--- src/rtl/i2s_slave_tx.sv ---
// I2S slave transmitter: follows an external sck/ws and shifts a stereo pair out on sd, MSB first,
// one sck after each word-select transition. Pairs arrive over a valid/ready handshake.
module i2s_slave_tx #(
    parameter int unsigned WIDTH = 16,
    parameter int unsigned SLOT  = 32
) (
    input  logic             ck,
    input  logic             rst_n,
    input  logic             sck,
    input  logic             ws,
    output logic             sd,
    input  logic [WIDTH-1:0] left,
    input  logic [WIDTH-1:0] right,
    input  logic             valid,
    output logic             ready,
    output logic             underrun,
    output logic             frame_err
);
    localparam int unsigned CW = 6;
    localparam logic [CW-1:0] CNT_MAX = '1;

    typedef enum logic [1:0] {SYNC, LEFT, RIGHT} state_t;

    state_t           state, state_n;
    logic             sck_meta, sck_sync, sck_last;
    logic             ws_meta, ws_sync, ws_prev;
    logic [CW-1:0]    cnt, cnt_n;
    logic [WIDTH-1:0] hold_l, hold_l_n, hold_r, hold_r_n;
    logic [WIDTH-1:0] shift_l, shift_l_n, shift_r, shift_r_n;
    logic             sd_n, ready_n, underrun_n, frame_err_n;
    logic             rise, fall, slot_start, enter_left;

    assign rise       = sck_sync & ~sck_last;
    assign fall       = ~sck_sync & sck_last;
    assign slot_start = rise & (ws_sync != ws_prev);

    always_ff @(posedge ck or negedge rst_n) begin
        if (!rst_n) state <= SYNC;
        else        state <= state_n;
    end

    // Next state, slot bookkeeping, shifter and handshake.
    always_comb begin
        state_n     = state;
        cnt_n       = cnt;
        hold_l_n    = hold_l;
        hold_r_n    = hold_r;
        shift_l_n   = shift_l;
        shift_r_n   = shift_r;
        sd_n        = sd;
        ready_n     = ready;
        underrun_n  = 1'b0;
        frame_err_n = 1'b0;
        enter_left  = 1'b0;

        if (slot_start) begin
            cnt_n = '0;
            if (state == SYNC) begin
                if (!ws_sync) begin
                    state_n    = LEFT;
                    enter_left = 1'b1;
                end
            end else begin
                if (cnt != CW'(SLOT)) frame_err_n = 1'b1;
                state_n    = ws_sync ? RIGHT : LEFT;
                enter_left = ~ws_sync;
            end
        end else if (fall && state != SYNC) begin
            if (cnt != CNT_MAX) cnt_n = cnt + CW'(1);
            if (cnt < CW'(WIDTH)) begin
                if (state == LEFT) begin
                    sd_n      = shift_l[WIDTH-1];
                    shift_l_n = shift_l << 1;
                end else begin
                    sd_n      = shift_r[WIDTH-1];
                    shift_r_n = shift_r << 1;
                end
            end else begin
                sd_n = 1'b0;
            end
        end

        // Transfer uses the holding contents as they stood before any same-cycle load.
        if (enter_left) begin
            if (!ready) begin
                shift_l_n = hold_l;
                shift_r_n = hold_r;
                ready_n   = 1'b1;
            end else begin
                shift_l_n  = '0;
                shift_r_n  = '0;
                underrun_n = 1'b1;
            end
        end

        if (valid && ready) begin
            hold_l_n = left;
            hold_r_n = right;
            ready_n  = 1'b0;
        end
    end

    always_ff @(posedge ck or negedge rst_n) begin
        if (!rst_n) begin
            sck_meta  <= 1'b0;
            sck_sync  <= 1'b0;
            sck_last  <= 1'b0;
            ws_meta   <= 1'b0;
            ws_sync   <= 1'b0;
            ws_prev   <= 1'b0;
            cnt       <= '0;
            hold_l    <= '0;
            hold_r    <= '0;
            shift_l   <= '0;
            shift_r   <= '0;
            sd        <= 1'b0;
            ready     <= 1'b1;
            underrun  <= 1'b0;
            frame_err <= 1'b0;
        end else begin
            sck_meta  <= sck;
            sck_sync  <= sck_meta;
            sck_last  <= sck_sync;
            ws_meta   <= ws;
            ws_sync   <= ws_meta;
            if (rise) ws_prev <= ws_sync;
            cnt       <= cnt_n;
            hold_l    <= hold_l_n;
            hold_r    <= hold_r_n;
            shift_l   <= shift_l_n;
            shift_r   <= shift_r_n;
            sd        <= sd_n;
            ready     <= ready_n;
            underrun  <= underrun_n;
            frame_err <= frame_err_n;
        end
    end

endmodule

--- config.mk ---
export PLATFORM = sky130hd
export DESIGN_NAME = i2s_slave_tx
export DESIGN_NICKNAME = d
export VERILOG_FILES = /design/src/rtl/i2s_slave_tx.sv
export SDC_FILE = /design/constraint.sdc
export NUM_CORES = 1
export LEC_CHECK = 0
export ABC_AREA = 1
export CORE_MARGIN = 2
export CORE_UTILIZATION = 58
export CTS_BUF_LIST = sky130_fd_sc_hd__clkbuf_4 sky130_fd_sc_hd__clkbuf_8
export CTS_CLUSTER_DIAMETER = 50
export DETAILED_ROUTE_END_ITERATION = 16
export GPL_TIMING_DRIVEN = 0
export PLACE_DENSITY_LB_ADDON = 0.25
export SLEW_MARGIN = 15
export SYNTH_ARGS = -nofsm -noshare
export SYNTH_HDL_FRONTEND = slang
export SYNTH_SLANG_ARGS = --single-unit
--- constraint.sdc ---
create_clock -name ck -period 1.46 [get_ports ck]
set_input_delay 0.292 -clock ck [delete_from_list [all_inputs] [get_ports ck]]
set_output_delay 0.292 -clock ck [all_outputs]
set_load 0.01 [all_outputs]
# Word level (Yosys, flattened, before mapping)
# Index checks and enable logic that the tools add are counted.
# word_totals
input_bits	37
output_inout_bits	4
word_cells	77
reg_bits	82
# classes
n_addsub	1
n_mux	30
n_reduce_logical	15
n_lt_le_gt_ge	1
bitwise_logic	7
n_eq_ne	7
# ops
cell	count
two-way mux 16 bit	12
two-way mux 6 bit	3
nonzero test 2 bit	7
two-way mux 1 bit	12
inequality test 6 bit (second input constant)	2
AND reduction 4 bit	2
adder 6 x 1 -> 6 bit (second input constant)	1
less-than comparator 6 x 5 -> 1 bit (second input constant)	1
two-way mux 2 bit	3
AND reduction 2 bit	3
inequality test 2 bit (second input constant)	2
inverter 1 bit	4
AND 1 bit	3
equality test 2 x 1 -> 1 bit (second input constant)	1
logical AND 1 bit	2
logical NOT 2 bit	1
inequality test 2 x 1 -> 1 bit (second input constant)	1
inequality test 1 bit	1

# Logic depth before layout (Yosys ltp)
# Gate-level depths: netlist (run 1).
# depth
ltp_word	6
depth_mapped	9
ltp_nobuf	8

# Worst setup path before layout (run 1)
# Ideal clock, no wire load.
# synth_timing
kind	register to register
start	register cnt[0]
end	register cnt[5]
arrival_ns	1.172
path_slack_ns	0.169
stages_incl_launch_ff	8
required_time_ns	1.342
n_path_buf	0
synth_period_minus_slack_ns	1.291
path_cell_list	dfrtp_1 -> ha_1 -> nand3_1 -> nor2_1 -> nor2_2 -> nor2_2 -> nand2_1 -> nand2_1
# synth_via
elab_chain_len	4
elab_cells_between_ends	7
cone_classes	1 x add/sub; 1 x eq/ne; 3 x mux; 2 x reduce/logical
# synth_rtl
item	line_no	rtl
start, declared	27	logic [CW-1:0] cnt, cnt_n;
start signal, assigned	127	cnt <= cnt_n;
adder 6 x 1 -> 6 bit	69	if (cnt != CNT_MAX) cnt_n = cnt + CW'(1);
two-way mux 6 bit	69	
two-way mux 6 bit	68	end else if (fall && state != SYNC) begin
two-way mux 6 bit	56	if (slot_start) begin
# Several ways; a longest one is shown, not always the timed one. The select of a mux whose other input is x is not followed.
# A chain may end at the register's enable or synchronous reset.

# Worst setup path in the final report (run 1)
# layout_timing
start	register sck_sync
end	register shift_l[9]
# layout_via
elab_chain_len	5
elab_cells_between_ends	12
cone_classes	1 x eq/ne; 2 x mux; 4 x bitwise; 5 x reduce/logical
# layout_rtl
item	line_no	rtl
start, declared	25	logic sck_meta, sck_sync, sck_last;
start signal, assigned	122	sck_sync <= sck_meta;
AND 1 bit / inverter 1 bit (equally long branches)	33, 34	
AND 1 bit (on tied branches)	35, 34	
two-way mux 1 bit / logical AND 1 bit (equally long branches)	56, 68	
inequality test 2 x 1 -> 1 bit (no line) / nonzero test 2 bit (equally long branches)	--	
AND reduction 4 bit (no line)	--	
end signal, assigned	130	shift_l <= shift_l_n;
end, declared	29	logic [WIDTH-1:0] shift_l, shift_l_n, shift_r, shift_r_n;
# Several ways; a longest one is shown, not always the timed one.

==> results of run 1 <==
## where the power goes
part	internal [uW]	switching, uW	leakage [uW]	total (uW)
Sequential	3090	483	0.00106	3580
Combinational	846	1100	0.00138	1940
Clock	848	810	0.0000931	1660
## final timing paths
path / to / start / cells past startpoint
worst max-delay path: shift_l[9]$_DFFE_PN0P_ / sck_sync$_DFF_PN0_ / 7
worst min-delay path: ws_sync$_DFF_PN0_ / ws_meta$_DFF_PN0_ / 0
worst max register to register: shift_l[9]$_DFFE_PN0P_ / sck_sync$_DFF_PN0_ / 7
worst min register to register: ws_sync$_DFF_PN0_ / ws_meta$_DFF_PN0_ / 0
max in group asynchronous: hold_r[15]$_DFFE_PN0P_ / rst_n / 3
min in group asynchronous: frame_err$_DFF_PN0_ / rst_n / 2
## sequential cells by signal, summed over array words and instances, names as in the netlist
name	count
shift_l	16
sck_sync	1
state	2
shift_r	16
ws_prev	1
sd	1
ready	1
cnt	6
ws_sync	1
sck_last	1
hold_r	16
hold_l	16
underrun	1
frame_err	1
ws_meta	1
sck_meta	1
## what timing repair did
action	in CTS	in global routing
endpoints found under the hold margin	39	0
pin swaps	2	7
buffers inserted	2	9
cloned	0	1
hold buffers	1	0
resized for setup	16	16
endpoints found under the setup margin	34	68
## layer usage
layer	track usage (%)	share of wire (%)	vias up
met5	0	0	-
met4	6.60	1.3	0
met3	6.13	4.3	13
met2	38.6	49	68
met1	30.8	45	1482
li1	-	-	1575
## worst register-to-register path, delay by kind of cell (launching register included)
kind	cells	cell delay (ns)
simple gates	4	0.43
flops	1	0.40
buf+inv	3	0.46
## cell usage after synthesis (all sizes together)
library cell  number  share of area, %
a21boi             1              0.20
a21oi              1              0.13
buf               15               2.8
clkbuf             6              0.61
dfrtp             81                55
dfstp              1              0.71
ha                 2              0.67
inv               14               1.4
nand2            285                30
nand3             38               5.1
nand4              6               1.0
nor2              13               2.0
nor3               1              0.13
o21ai              3              0.40
o21bai             1              0.20
or2                1              0.17
## area by class of cell
type,count,share of cell area [%]
plain buffers,21,3.23
well taps,77,2.11
inverters,14,1.15
flip-flops and latches,82,45.0
clock inverters,4,1.15
repair buffers,54,11.1
clock buffers,12,3.20
multi-input cells,352,33.1
## cells by family after synthesis
group / synth area share, %
simple gates: 38.2
flops: 55.4
buf+inv: 4.79
compound gates: 0.945
fa+ha+maj: 0.675
## metrics by stage
stage / total power [uW] / hold slack, ns / instances / utilization [%] / area, um^2
3_3_place_gp: 5330 / 0.334 / 586 / 67.0 / 4210
2_1_floorplan: 4820 / -0.00359 / 469 / - / 3710
5_1_grt: 7700 / 0.361 / 616 / 72.8 / 4570
6_report: 7180 / 0.357 / 616 / 72.8 / 4570
3_5_place_dp: 5440 / 0.312 / 587 / 67.3 / 4220
4_1_cts: 7120 / 0.360 / 606 / 71.2 / 4470
==> flow_summary.ini, run 1 <==
[outcome]
status = finished, final reports clean

[timing]
setup-violations-final = 0
tns_ns = 0
clock_skew_ns = 0.00535
worst_pin_slew_ns = 0.542
min_period_ns = 1.40
final-hold-violation-count = 0
period_share_pct = 95.7
rsz0062_at_grt = yes
slew_headroom_pct = 63.9
max_freq_mhz = 716
drv_slew = 0
setup_ws_ns = 0.0629

[floorplan]
io_pins = 41
initial_utilization_pct = 59.1
die_area_um2 = 7050
rows = 29
die_y_um = 84.0
die_w_um = 84.0
core-area_um2 = 6280

[grt]
antenna_found_initial = 0
grt_overflow = 0
track_usage_pct = 23.4
grt_pass1_wl_mm = 13.2
grt_max_degree = 43
grt_pass1_vias = 2957

[drt]
drt.antenna.violating_nets = 0
drt_first_pass_iters = 5
num_vias = 3138
wl_per_cell_um = 12.9
drt_wl_total_mm = 7.92
viasPerCell = 5.09
drtIter0Drc = 218
drc = 0

[clocking]
root_buffer = clkbuf_8
path_clk_slew_ns = 0.08
clock_sinks = 82
clkLatencyLatePin_ns = 0.35
cts_buffers = 9
htreeDepth = 3
cts_tree = yes
clock_path_buffers = 2

[placement]
port_buffers = 40
post-dp-hpwl_mm = 5.15
pre_cts_ws_ns = -0.129
gp_congestion = 0.788

[yosys]
yosysUniqueCellTypes = 23
synth_cells = 469
syn_avg_cell_area_um2 = 7.91
mappedNetlistArea_um2 = 3710
ys_seq_area_share_pct = 55.4
syn-num-nets = 508
ys_seq_elements = 82
yosysWarningCount = 0

[setup_path]
critPathKind = reg -> reg
cpPeakStageDelay_ns = 0.40
end_kind = register
cp.required_ns = 1.71
path_cells = inv_2, nor2_4, nand2_4, buf_4, clkbuf_4, nand3_1, nand2_1
worst-path-max-fanout = 10
arrival_ns = 1.65
path_buf_inv = 3
critPathTopFamily = buffers and inverters
slowest_stage = dfrtp_1
r2r_setup_slack_ns = 0.06
start_kind = register

[finish]
multi_input_area_um2 = 1510
layout_commonest_cell = nand2_1
n_antenna_cell = 0
nNetsFinal = 573
final_layout_size_suffix_gt1_share_pct = 13.4
final_cell_mix = nand2_1 (276), dfrtp_1 (80), nand3_1 (38)
seq_area_um2 = 2050
nFillCells = 485
syn2layout_area_growth_pct = 23.2

[run]
maxCapViolations = 0

[pwr]
p_leak_uw = 0.00253
powerDensity_nw_per_um2 = 1570
ir_drop_uv = 950

[hold_path]
min_path_type = reg -> reg
(Power assumes the default switching activity.)
==> run 2: changes to the inputs <==
--- a/config.mk
+++ b/config.mk
@@ -6,6 +6,7 @@
 export NUM_CORES = 1
 export LEC_CHECK = 0
 export ABC_AREA = 1
+export CAP_MARGIN = 20
 export CORE_MARGIN = 2
 export CORE_UTILIZATION = 58
 export CTS_BUF_LIST = sky130_fd_sc_hd__clkbuf_4 sky130_fd_sc_hd__clkbuf_8
@@ -17,3 +18,4 @@
 export SYNTH_ARGS = -nofsm -noshare
 export SYNTH_HDL_FRONTEND = slang
 export SYNTH_SLANG_ARGS = --single-unit
+export TNS_END_PERCENT = 50
==> run 2 against run 1 <==
Design area fell by 0.16%. Fmax barely moved. Clock skew barely moved. Largest cell class unchanged.
==> flow_summary.ini, run 2 (same netlist as run 1, synthesis figures left out) <==
[clocking]
clock_sinks = 82
clkLatencyLatePin_ns = 0.35
cts_buffers = 9
path_clk_slew_ns = 0.08
clock_path_buffers = 2
cts_tree = yes
htreeDepth = 3
root_buffer = clkbuf_8

[outcome]
status = finished, final reports clean

[timing]
period_share_pct = 95.8
worst_pin_slew_ns = 0.541
min_period_ns = 1.40
drv_slew = 0
final-hold-violation-count = 0
setup-violations-final = 0
setup_ws_ns = 0.0616
slew_headroom_pct = 64.0
clock_skew_ns = 0.00560
max_freq_mhz = 715
rsz0062_at_grt = yes

[setup_path]
path_cells = inv_2, nor2_4, nand2_4, buf_4, clkbuf_4, nand3_1, nand2_1
cpPeakStageDelay_ns = 0.40
worst-path-max-fanout = 10
critPathKind = reg -> reg
cp.required_ns = 1.71
startpoint = sck_sync$_DFF_PN0_
slowest_stage = dfrtp_1
start_kind = register
timing.rr.start = sck_sync$_DFF_PN0_
arrival_ns = 1.65
path_buf_inv = 3
critPathTopFamily = buffers and inverters
end_kind = register

[grt]
antenna_found_initial = 0
grt_max_degree = 43
grt_pass1_wl_mm = 13.2
track_usage_pct = 23.4
grt_pass1_vias = 2957
grt_overflow = 0

[pwr]
p_leak_uw = 0.00253
powerDensity_nw_per_um2 = 1570
ir_drop_uv = 952

[drt]
wl_per_cell_um = 12.7
num_vias = 3134
drt_wl_total_mm = 7.84
viasPerCell = 5.10
drt.antenna.violating_nets = 0
drt_first_pass_iters = 5
drtIter0Drc = 184
drc = 0

[floorplan]
die_y_um = 84.0
die_w_um = 84.0
initial_utilization_pct = 59.1
die_area_um2 = 7050
core-area_um2 = 6280
rows = 29
io_pins = 41

[finish]
fin_area_um2 = 4560
final_cell_mix = nand2_1 (276), dfrtp_1 (80), nand3_1 (38)
final_layout_size_suffix_gt1_share_pct = 13.2
n_antenna_cell = 0
nFillCells = 487
syn2layout_area_growth_pct = 23.0
nNetsFinal = 572
fin_util_pct = 72.7
layout_commonest_cell = nand2_1

[placement]
port_buffers = 40
pre_cts_ws_ns = -0.129
post-dp-hpwl_mm = 5.15
place_area_um2 = 4220
gp_congestion = 0.788

[hold_path]
min_path_type = reg -> reg
hp-start = ws_meta$_DFF_PN0_

[run]
maxCapViolations = 0
==> run 2: cell types whose count changed in the layout (fill, tap and decap cells not counted) <==
cell | previous run | this run
buf_4 | 16 | 15
==> run 2: power by group <==
group | internal, uW | switching [uW] | leakage [uW]
Sequential | 3090 | 480 | 0.00106
Combinational | 844 | 1100 | 0.00137
Clock | 848 | 807 | 0.0000931
==> run 2: worst reg2reg max path, delay by kind of cell (launching register included) <==
kind,cells,cell delay (ns)
buf+inv,3,0.46
simple gates,4,0.43
flops,1,0.40
==> run 2: through the flow <==
stage / power (uW) / hold WS, ns / std cells / TNS, ns
detailed placement: 5440 / 0.312 / 587 / -3.30
global route: 7690 / 0.361 / 615 / -0.667
floorplan: 4820 / -0.00359 / 469 / 0
CTS: 7120 / 0.360 / 606 / 0
global placement: 5330 / 0.334 / 586 / -232.16
finish: 7170 / 0.357 / 615 / 0
==> run 2: routing by layer <==
layer | global-route usage (%) | share of wire, % | up-vias
li1 | - | - | 1571
met1 | 30.8 | 45 | 1482
met2 | 38.6 | 50 | 71
met3 | 6.13 | 4.7 | 10
met4 | 6.60 | 1.0 | 0
met5 | 0 | 0 | -
==> run 2: final timing paths <==
kind	endpoint	slack (ns)	cells after the start
min in group asynchronous	frame_err$_DFF_PN0_	0.46	2
worst min-delay path	ws_sync$_DFF_PN0_	0.36	0
max in group asynchronous	hold_r[12]$_DFFE_PN0P_	0.40	3
worst max register to register	shift_l[9]$_DFFE_PN0P_	0.06	7
worst min register to register	ws_sync$_DFF_PN0_	0.36	0
worst max-delay path	shift_l[9]$_DFFE_PN0P_	0.06	7
==> run 2: what timing repair did <==
item,CTS,global route
pin swaps,2,7
cloned,0,0
gates resized for setup,16,15
setup endpoints to repair,34,68
endpoints found under the hold margin,39,0
hold buffers,1,0
setup buffers,2,9
==> run 2: final cells by class <==
class,count,area [um^2],area share (%)
clock inverter,4,52.6,1.15
clock buffer,12,146,3.21
tap,77,96.3,2.11
buffer,21,148,3.24
multi-input combinational,352,1510,33.1
sequential,82,2050,45.0
timing repair buffer,53,502,11.0
inverter,14,52.6,1.15
==> run 3: changes to the inputs <==
--- a/config.mk
+++ b/config.mk
@@ -6,7 +6,6 @@
 export NUM_CORES = 1
 export LEC_CHECK = 0
 export ABC_AREA = 1
-export CAP_MARGIN = 20
 export CORE_MARGIN = 2
 export CORE_UTILIZATION = 58
 export CTS_BUF_LIST = sky130_fd_sc_hd__clkbuf_4 sky130_fd_sc_hd__clkbuf_8
@@ -18,4 +17,3 @@
 export SYNTH_ARGS = -nofsm -noshare
 export SYNTH_HDL_FRONTEND = slang
 export SYNTH_SLANG_ARGS = --single-unit
-export TNS_END_PERCENT = 50
==> results of run 3 <==
The final DEF is identical to that of run 1; final timing and power are the same.
